===== src/rtl/icache_fill_ctrl_pkg.sv =====
// rtl/icache_fill_ctrl_pkg.sv - shared fetch/fill constants, state encoding and helpers
package icache_fill_ctrl_pkg;

    // Fetch PC width shared by fetch and fill logic
    localparam int FETCH_SIZE_PC = 32;

    // A cache block is 16 bytes; PC[4] picks the even/odd bank
    localparam int BLOCK_OFFSET_BITS = 4;
    localparam int BANK_BIT          = 4;

    typedef enum logic [2:0] {
        FILL_IDLE  = 3'd0,
        FILL_REQ   = 3'd1,
        FILL_WAIT  = 3'd2,
        FILL_WRITE = 3'd3,
        FILL_DRAIN = 3'd4
    } fill_state_e;

    // Beat counter width: clog2(beats), never less than one bit
    function automatic int beat_cnt_w(input int beats);
        return (beats > 1) ? $clog2(beats) : 1;
    endfunction

endpackage


===== src/rtl/icache_fill_ctrl_if.sv =====
// rtl/icache_fill_ctrl_if.sv - fetch, memory and fill signals of the icache fill controller
interface icache_fill_ctrl_if
    import icache_fill_ctrl_pkg::*;
#(
    parameter int SIZE_PC    = FETCH_SIZE_PC,
    parameter int BEAT_W     = 64,
    parameter int BEATS      = 2,
    parameter int INDEX_BITS = 5
);
    // Fetch side
    logic                               miss_i;
    logic [SIZE_PC-1:0]                 missPc_i;
    logic                               flush_i;
    logic                               stall_o;

    // Next memory level
    logic                               memReq_o;
    logic [SIZE_PC-1:0]                 memReqAddr_o;
    logic                               memReqAck_i;
    logic                               memRespValid_i;
    logic [BEAT_W-1:0]                  memRespData_i;

    // Cache write port
    logic                               fillValid_o;
    logic                               fillBank_o;
    logic [INDEX_BITS-1:0]              fillIndex_o;
    logic [SIZE_PC-INDEX_BITS-6:0]      fillTag_o;
    logic [BEATS*BEAT_W-1:0]            fillData_o;

    // Fill controller side
    modport master (
        input  miss_i, missPc_i, flush_i,
        input  memReqAck_i, memRespValid_i, memRespData_i,
        output stall_o, memReq_o, memReqAddr_o,
        output fillValid_o, fillBank_o, fillIndex_o, fillTag_o, fillData_o
    );

    // Fetch stage / memory / cache side
    modport slave (
        output miss_i, missPc_i, flush_i,
        output memReqAck_i, memRespValid_i, memRespData_i,
        input  stall_o, memReq_o, memReqAddr_o,
        input  fillValid_o, fillBank_o, fillIndex_o, fillTag_o, fillData_o
    );

endinterface


===== src/rtl/icache_fill_ctrl_fill_beat_buffer.sv =====
// rtl/icache_fill_ctrl_fill_beat_buffer.sv - beat counter and cache block assembly register
module fill_beat_buffer
    import icache_fill_ctrl_pkg::*;
#(
    parameter int BEAT_W = 64,
    parameter int BEATS  = 2
) (
    input  logic                    clk,
    input  logic                    reset,
    input  logic                    clear,
    input  logic                    wr_en,
    input  logic [BEAT_W-1:0]       data,
    output logic                    last,
    output logic [BEATS*BEAT_W-1:0] block
);
    localparam int CNT_W = beat_cnt_w(BEATS);
    localparam logic [CNT_W-1:0] LAST_SLOT = CNT_W'(BEATS - 1);

    logic [CNT_W-1:0]        cnt_q, cnt_d;
    logic [BEATS*BEAT_W-1:0] block_q, block_d;

    // Place the incoming beat at the slot given by the counter; counter saturates on the last slot
    always_comb begin
        cnt_d   = cnt_q;
        block_d = block_q;
        if (clear) begin
            cnt_d = '0;
        end else if (wr_en) begin
            for (int i = 0; i < BEATS; i++) begin
                if (cnt_q == CNT_W'(i)) begin
                    block_d[i*BEAT_W +: BEAT_W] = data;
                end
            end
            if (cnt_q != LAST_SLOT) begin
                cnt_d = cnt_q + 1'b1;
            end
        end
    end

    // Counter and block registers
    always_ff @(posedge clk) begin
        if (reset) begin
            cnt_q   <= '0;
            block_q <= '0;
        end else begin
            cnt_q   <= cnt_d;
            block_q <= block_d;
        end
    end

    assign last  = (cnt_q == LAST_SLOT);
    assign block = block_q;

endmodule


===== src/rtl/icache_fill_ctrl.sv =====
// rtl/icache_fill_ctrl.sv - icache miss sequencing: request, beat collection, bank write, flush drain
module icache_fill_ctrl
    import icache_fill_ctrl_pkg::*;
#(
    parameter int SIZE_PC    = FETCH_SIZE_PC,
    parameter int BEAT_W     = 64,
    parameter int BEATS      = 2,
    parameter int INDEX_BITS = 5
) (
    input  logic                clk,
    input  logic                reset,
    icache_fill_ctrl_if.master  bus
);
    // Only the block address of the missing PC is kept; the offset bits are always zero on the bus
    localparam int BLK_W   = SIZE_PC - BLOCK_OFFSET_BITS;
    localparam int BANK_LO = BANK_BIT - BLOCK_OFFSET_BITS;

    fill_state_e            state_q, state_d;
    logic [BLK_W-1:0]       blk_q, blk_d;

    logic                   beat_clear;
    logic                   beat_we;
    logic                   beat_last;
    logic [BEATS*BEAT_W-1:0] block;

    fill_beat_buffer #(
        .BEAT_W (BEAT_W),
        .BEATS  (BEATS)
    ) u_beat_buf (
        .clk   (clk),
        .reset (reset),
        .clear (beat_clear),
        .wr_en (beat_we),
        .data  (bus.memRespData_i),
        .last  (beat_last),
        .block (block)
    );

    // Next state, PC latch and beat buffer control
    always_comb begin
        state_d    = state_q;
        blk_d      = blk_q;
        beat_clear = 1'b0;
        beat_we    = 1'b0;
        case (state_q)
            FILL_IDLE: begin
                if (bus.miss_i && !bus.flush_i) begin
                    blk_d      = bus.missPc_i[SIZE_PC-1:BLOCK_OFFSET_BITS];
                    beat_clear = 1'b1;
                    state_d    = FILL_REQ;
                end
            end
            FILL_REQ: begin
                // An ack in the flush cycle means a response is coming and must be drained
                if (bus.memReqAck_i) begin
                    state_d = bus.flush_i ? FILL_DRAIN : FILL_WAIT;
                end else if (bus.flush_i) begin
                    state_d = FILL_IDLE;
                end
            end
            FILL_WAIT: begin
                beat_we = bus.memRespValid_i;
                if (bus.flush_i) begin
                    // Flush on the last beat leaves nothing to drain
                    state_d = (bus.memRespValid_i && beat_last) ? FILL_IDLE : FILL_DRAIN;
                end else if (bus.memRespValid_i && beat_last) begin
                    state_d = FILL_WRITE;
                end
            end
            FILL_WRITE: begin
                state_d = FILL_IDLE;
            end
            FILL_DRAIN: begin
                beat_we = bus.memRespValid_i;
                if (bus.memRespValid_i && beat_last) begin
                    state_d = FILL_IDLE;
                end
            end
            default: begin
                state_d = FILL_IDLE;
            end
        endcase
    end

    // State and latched block address
    always_ff @(posedge clk) begin
        if (reset) begin
            state_q <= FILL_IDLE;
            blk_q   <= '0;
        end else begin
            state_q <= state_d;
            blk_q   <= blk_d;
        end
    end

    assign bus.stall_o      = (state_q != FILL_IDLE);
    assign bus.memReq_o     = (state_q == FILL_REQ);
    assign bus.memReqAddr_o = {blk_q, {BLOCK_OFFSET_BITS{1'b0}}};
    assign bus.fillValid_o  = (state_q == FILL_WRITE);
    assign bus.fillBank_o   = blk_q[BANK_LO];
    assign bus.fillIndex_o  = blk_q[BANK_LO+INDEX_BITS:BANK_LO+1];
    assign bus.fillTag_o    = blk_q[BLK_W-1:BANK_LO+INDEX_BITS+1];
    assign bus.fillData_o   = block;

endmodule


===== src/flat_wrapper.sv =====
// flat-port wrapper written by rule: the top's interface ports become plain ports
module icache_fill_ctrl_flat import icache_fill_ctrl_pkg::*;
#(
    parameter int SIZE_PC    = FETCH_SIZE_PC,
    parameter int BEAT_W     = 64,
    parameter int BEATS      = 2,
    parameter int INDEX_BITS = 5
)
  (clk, reset, bus_miss_i, bus_missPc_i, bus_flush_i, bus_memReqAck_i, bus_memRespValid_i, bus_memRespData_i, bus_stall_o, bus_memReq_o, bus_memReqAddr_o, bus_fillValid_o, bus_fillBank_o, bus_fillIndex_o, bus_fillTag_o, bus_fillData_o);
  icache_fill_ctrl_if #(.SIZE_PC(SIZE_PC), .BEAT_W(BEAT_W), .BEATS(BEATS), .INDEX_BITS(INDEX_BITS)) bus_i ();
  input  logic clk;
  input  logic reset;
  input wire logic [$bits(bus_i.miss_i)-1:0] bus_miss_i;
  input wire logic [$bits(bus_i.missPc_i)-1:0] bus_missPc_i;
  input wire logic [$bits(bus_i.flush_i)-1:0] bus_flush_i;
  input wire logic [$bits(bus_i.memReqAck_i)-1:0] bus_memReqAck_i;
  input wire logic [$bits(bus_i.memRespValid_i)-1:0] bus_memRespValid_i;
  input wire logic [$bits(bus_i.memRespData_i)-1:0] bus_memRespData_i;
  output wire logic [$bits(bus_i.stall_o)-1:0] bus_stall_o;
  output wire logic [$bits(bus_i.memReq_o)-1:0] bus_memReq_o;
  output wire logic [$bits(bus_i.memReqAddr_o)-1:0] bus_memReqAddr_o;
  output wire logic [$bits(bus_i.fillValid_o)-1:0] bus_fillValid_o;
  output wire logic [$bits(bus_i.fillBank_o)-1:0] bus_fillBank_o;
  output wire logic [$bits(bus_i.fillIndex_o)-1:0] bus_fillIndex_o;
  output wire logic [$bits(bus_i.fillTag_o)-1:0] bus_fillTag_o;
  output wire logic [$bits(bus_i.fillData_o)-1:0] bus_fillData_o;
  assign bus_i.miss_i = bus_miss_i;
  assign bus_i.missPc_i = bus_missPc_i;
  assign bus_i.flush_i = bus_flush_i;
  assign bus_i.memReqAck_i = bus_memReqAck_i;
  assign bus_i.memRespValid_i = bus_memRespValid_i;
  assign bus_i.memRespData_i = bus_memRespData_i;
  assign bus_stall_o = bus_i.stall_o;
  assign bus_memReq_o = bus_i.memReq_o;
  assign bus_memReqAddr_o = bus_i.memReqAddr_o;
  assign bus_fillValid_o = bus_i.fillValid_o;
  assign bus_fillBank_o = bus_i.fillBank_o;
  assign bus_fillIndex_o = bus_i.fillIndex_o;
  assign bus_fillTag_o = bus_i.fillTag_o;
  assign bus_fillData_o = bus_i.fillData_o;
  icache_fill_ctrl #(.SIZE_PC(SIZE_PC), .BEAT_W(BEAT_W), .BEATS(BEATS), .INDEX_BITS(INDEX_BITS)) u_core (.clk(clk), .reset(reset), .bus(bus_i));
endmodule

===== config.mk =====
export PLATFORM = sky130hd
export DESIGN_NAME = icache_fill_ctrl_flat
export DESIGN_NICKNAME = d
export VERILOG_FILES = /design/src/rtl/icache_fill_ctrl_pkg.sv /design/src/rtl/icache_fill_ctrl_if.sv /design/src/rtl/icache_fill_ctrl_fill_beat_buffer.sv /design/src/rtl/icache_fill_ctrl.sv /design/src/flat_wrapper.sv
export SDC_FILE = /design/constraint.sdc
export NUM_CORES = 1
export LEC_CHECK = 0
export ABC_AREA = 1
export BUFFER_PORTS_ARGS = -buffer_cell sky130_fd_sc_hd__buf_2
export CORE_MARGIN = 2
export CORE_UTILIZATION = 43
export CTS_CLUSTER_DIAMETER = 60
export DETAILED_ROUTE_END_ITERATION = 12
export GPL_TIMING_DRIVEN = 1
export PLACE_DENSITY = 0.76
export SYNTH_ARGS = -nofsm -noshare
export SYNTH_HDL_FRONTEND = slang
export SYNTH_HIERARCHICAL = 1
export SYNTH_SLANG_ARGS = --single-unit
export TNS_END_PERCENT = 20

===== constraint.sdc =====
create_clock -name clk -period 1.5 [get_ports clk]
set_input_delay 0.075 -clock clk [delete_from_list [all_inputs] [get_ports clk]]
set_output_delay 0.075 -clock clk [all_outputs]
set_load 0.02 [all_outputs]

==> results.md <==
- GP Congestion: roughly 0.81
- I/O pin count: 293
- Proportion of layout cells with a drive suffix above 1: 0.345
- Number of synthesized flops with an enable pin: 0
- Core box area: 15,800 um^2
- CP Max Fanout: 6
- Final Routed Wirelength: 23,600 um
- CP endpoint: u_core/u_beat_buf/block[115]
- RSZ-0062 raised after global routing: true
- Asr flop ratio synth: 0
- Post-Synth XOR/XNOR Area: 0
- Kind of critical path: reg2reg
- Post-detailed-route wirelength per cell: around 15 um
- Remaining Overflow, GRT: 0
- First-pass GRT wire length: 32,300 um
- Mean area per synthesized cell: between 6 and 7 um^2
- Critical path origin: u_core/state_q[2]
- P per Cell Area: 1030 nW/um^2
- Clock Latency Late Sink: roughly 0.43 ns
- Initial DRC count: roughly 490
- Yosys Warn Count: 6
- Die height: 131 um
- Largest family of logic cells by synthesized area: simple AND/OR/NAND/NOR gates
- Initial Util: 0.437
- Final setup violation count: between 100 and 150
- Adder-cell share of the synthesized area: 0
- Nets: 1,492
- H-tree levels: 4
- Setup slack after layout: -0.104 ns
- Post-synthesis compound-gate area fraction: 0.0704
- R2R Path Start: u_core/state_q[2]
- Min-Delay Path Class: in2reg
- R2r setup slk: -0.10 ns
- Pleak: 5.91 nW
- Peak supply drop: 747 uV
- Antenna diodes: 0
- Yosys reg bits: 160
- Largest net degree at the start of global routing: 63
- Pre-CTS setup slack: -0.118 ns
- Clock Sinks: 160
- Antenna-violating nets left: 0
- Full die area: 17,100 um^2
- Row cnt: 46
- Drt drc: 0
- Final hold violations: 0
- Vias per inst: 4.75
- Sequential area share after synthesis: 0.463
- Total track usage: 0.238
- Layout area overhead: 58.0%
- Worst setup SP type: flop
- Main synth FF type: dfxtp_1
- Skew final: 0.00655 ns
- Final worst-path cycle share: 1.07
- R2r endpoint: u_core/u_beat_buf/block[115]
- CTS buffer count: 17
- Fin crit period: roughly 1.6 ns
- Final HPWL DP: 12,700 um
- Fill cells: 1,176
- Total of max-cap violations: 0
- Worst-path clk slew: about 0.06 ns
- Post-synthesis cell count: 1,029
- Critical Path RT: 1.87 ns
- Buffers added on ports: between 200 and 300
- R2R depth: 10
- CTS tree: done
- Final hold slack: 0.0206 ns
- Mux contribution to synthesized area: 0
- Crit path DAT: 1.97 ns
- Vias in the first global route: 6,772
- CTS Root Cell: clkbuf_16
- Outcome: complete, but fails checks
- Setup TNS: -4.93 ns
- Clk buf depth: 2
- Synth Cell Area: 6920 um^2
- Max-slew violations: 0
- Synth unique cells: 21
- Post-Synth Simple-Gate Area: 0.307
- Fmax: a little over 600 MHz
- Failing checks: setup timing
- Vias after detailed routing: 7,687
- Nature of the critical path endpoint: flop
- TritonRoute pass-1 iters: 5
- Width of the die: 131 um
- Initial antenna violation count: 0
[cells by family after synthesis]
logic type / Yosys count
other: 1
DFF: 160
AOI/OAI and AO/OA: 96
buffers and inverters: 237
and+or+nand+nor: 535
[worst max-delay path, stage by stage, from the launching register on]
cell and delay (ns):
dfxtp_4 0.36, nor2_4 0.11, nand2_2 0.09, a21boi_4 0.22, nand3_4 0.12, buf_12 0.15
buf_12 0.13, clkbuf_16 0.17, nand2_2 0.06, nand2_1 0.05, nor2_1 0.08
[Yosys cell counts (2+ instances only)]
master    instances  share of area
a21oi_1          66          0.048
nor2_1          256           0.14
nor2_4            2         0.0033
inv_2             2         0.0011
buf_4            36          0.039
inv_1           139          0.075
nand2_1         203           0.11
nand3_1          72          0.052
o21ai_0          20          0.014
o21ai_1           8         0.0058
dfxtp_1         160           0.46
clkbuf_1          8         0.0043
buf_2            42          0.030
buf_1             8         0.0043
[where the power goes]
group	internal [W]	switching, W	total (W)	leakage [nW]
logic	0.000916	0.00124	0.00216	4.32
clock network	0.00269	0.00185	0.00454	0.299
registers	0.00443	0.000130	0.00456	1.30
[metal layers]
metal,GRT usage,vias to the layer above,wire [um]
li1,-,3789,-
met1,0.280,3502,9590
met2,0.404,321,11600
met3,0.0664,75,1450
met4,0.108,0,940
met5,0,-,0
[through the flow]
stage	util	power, W	std cells	instance area, um^2
after detailed placement	0.534	0.00626	1469	8460
after CTS	0.643	0.0109	1601	10200
after global routing	0.690	0.0116	1619	10900
after floorplan	-	0.00580	1032	7080
final	0.690	0.0113	1619	10900
after global placement	0.534	0.00623	1469	8460
[sequential cells by signal (all words and copies together), names as in the netlist]
signal / flops
u_core/blk_q: 28
u_core/state_q: 3
u_core/u_beat_buf/last: 1
u_core/u_beat_buf/block: 128
[repair_timing]
action / CTS / global route
cloned: 3 / 12
pin swaps: 1 / 18
hold endpoints to repair: 146 / 0
endpoints found under the setup margin: 117 / 156
buffers inserted: 3 / 7
resized for setup: 16 / 123
hold buffers: 94 / 0
[worst min path at each step]
stage                                 from           endpoint  depth (start not counted)
final                          bus_flush_i  u_core/state_q[2]                          5
after CTS                      bus_flush_i  u_core/state_q[2]                          5
after floorplan                      reset  u_core/state_q[0]                          1
after global placement    bus_missPc_i[14]   u_core/blk_q[10]                          3
after detailed placement   bus_missPc_i[6]    u_core/blk_q[2]                          3
after global routing           bus_flush_i  u_core/state_q[2]                          5
[cells in the final DEF, fill, tap and decap left out, types with 4 or more instances in the layout]
master / netlist / routed
clkbuf_16: 0 / 25
nor2_1: 256 / 230
o21ai_0: 20 / 20
buf_2: 42 / 283
nand3_2: 0 / 4
nand2_1: 203 / 177
nor2_4: 2 / 9
nand2_4: 1 / 8
buf_4: 36 / 22
o21ai_1: 8 / 8
nor2_2: 0 / 19
a21oi_1: 66 / 25
buf_12: 1 / 14
inv_1: 139 / 136
dlygate4sd3_1: 0 / 94
nand3_1: 72 / 67
buf_6: 1 / 8
dfxtp_1: 160 / 157
conb_1: 1 / 4
buf_16: 0 / 5
clkbuf_8: 0 / 5
a21oi_2: 0 / 38
nand2_2: 0 / 19
[cell type report]
type / count / area [um^2] / area share
clock buffers: 22 / 494 / 0.0452
clock inverters: 10 / 124 / 0.0113
inverters: 141 / 537 / 0.0491
multi-input cells: 635 / 3040 / 0.279
flip-flops and latches: 160 / 3210 / 0.294
well taps: 216 / 270 / 0.0247
repair buffers: 435 / 3250 / 0.297
Note: power is estimated with default switching activity, not from simulation.
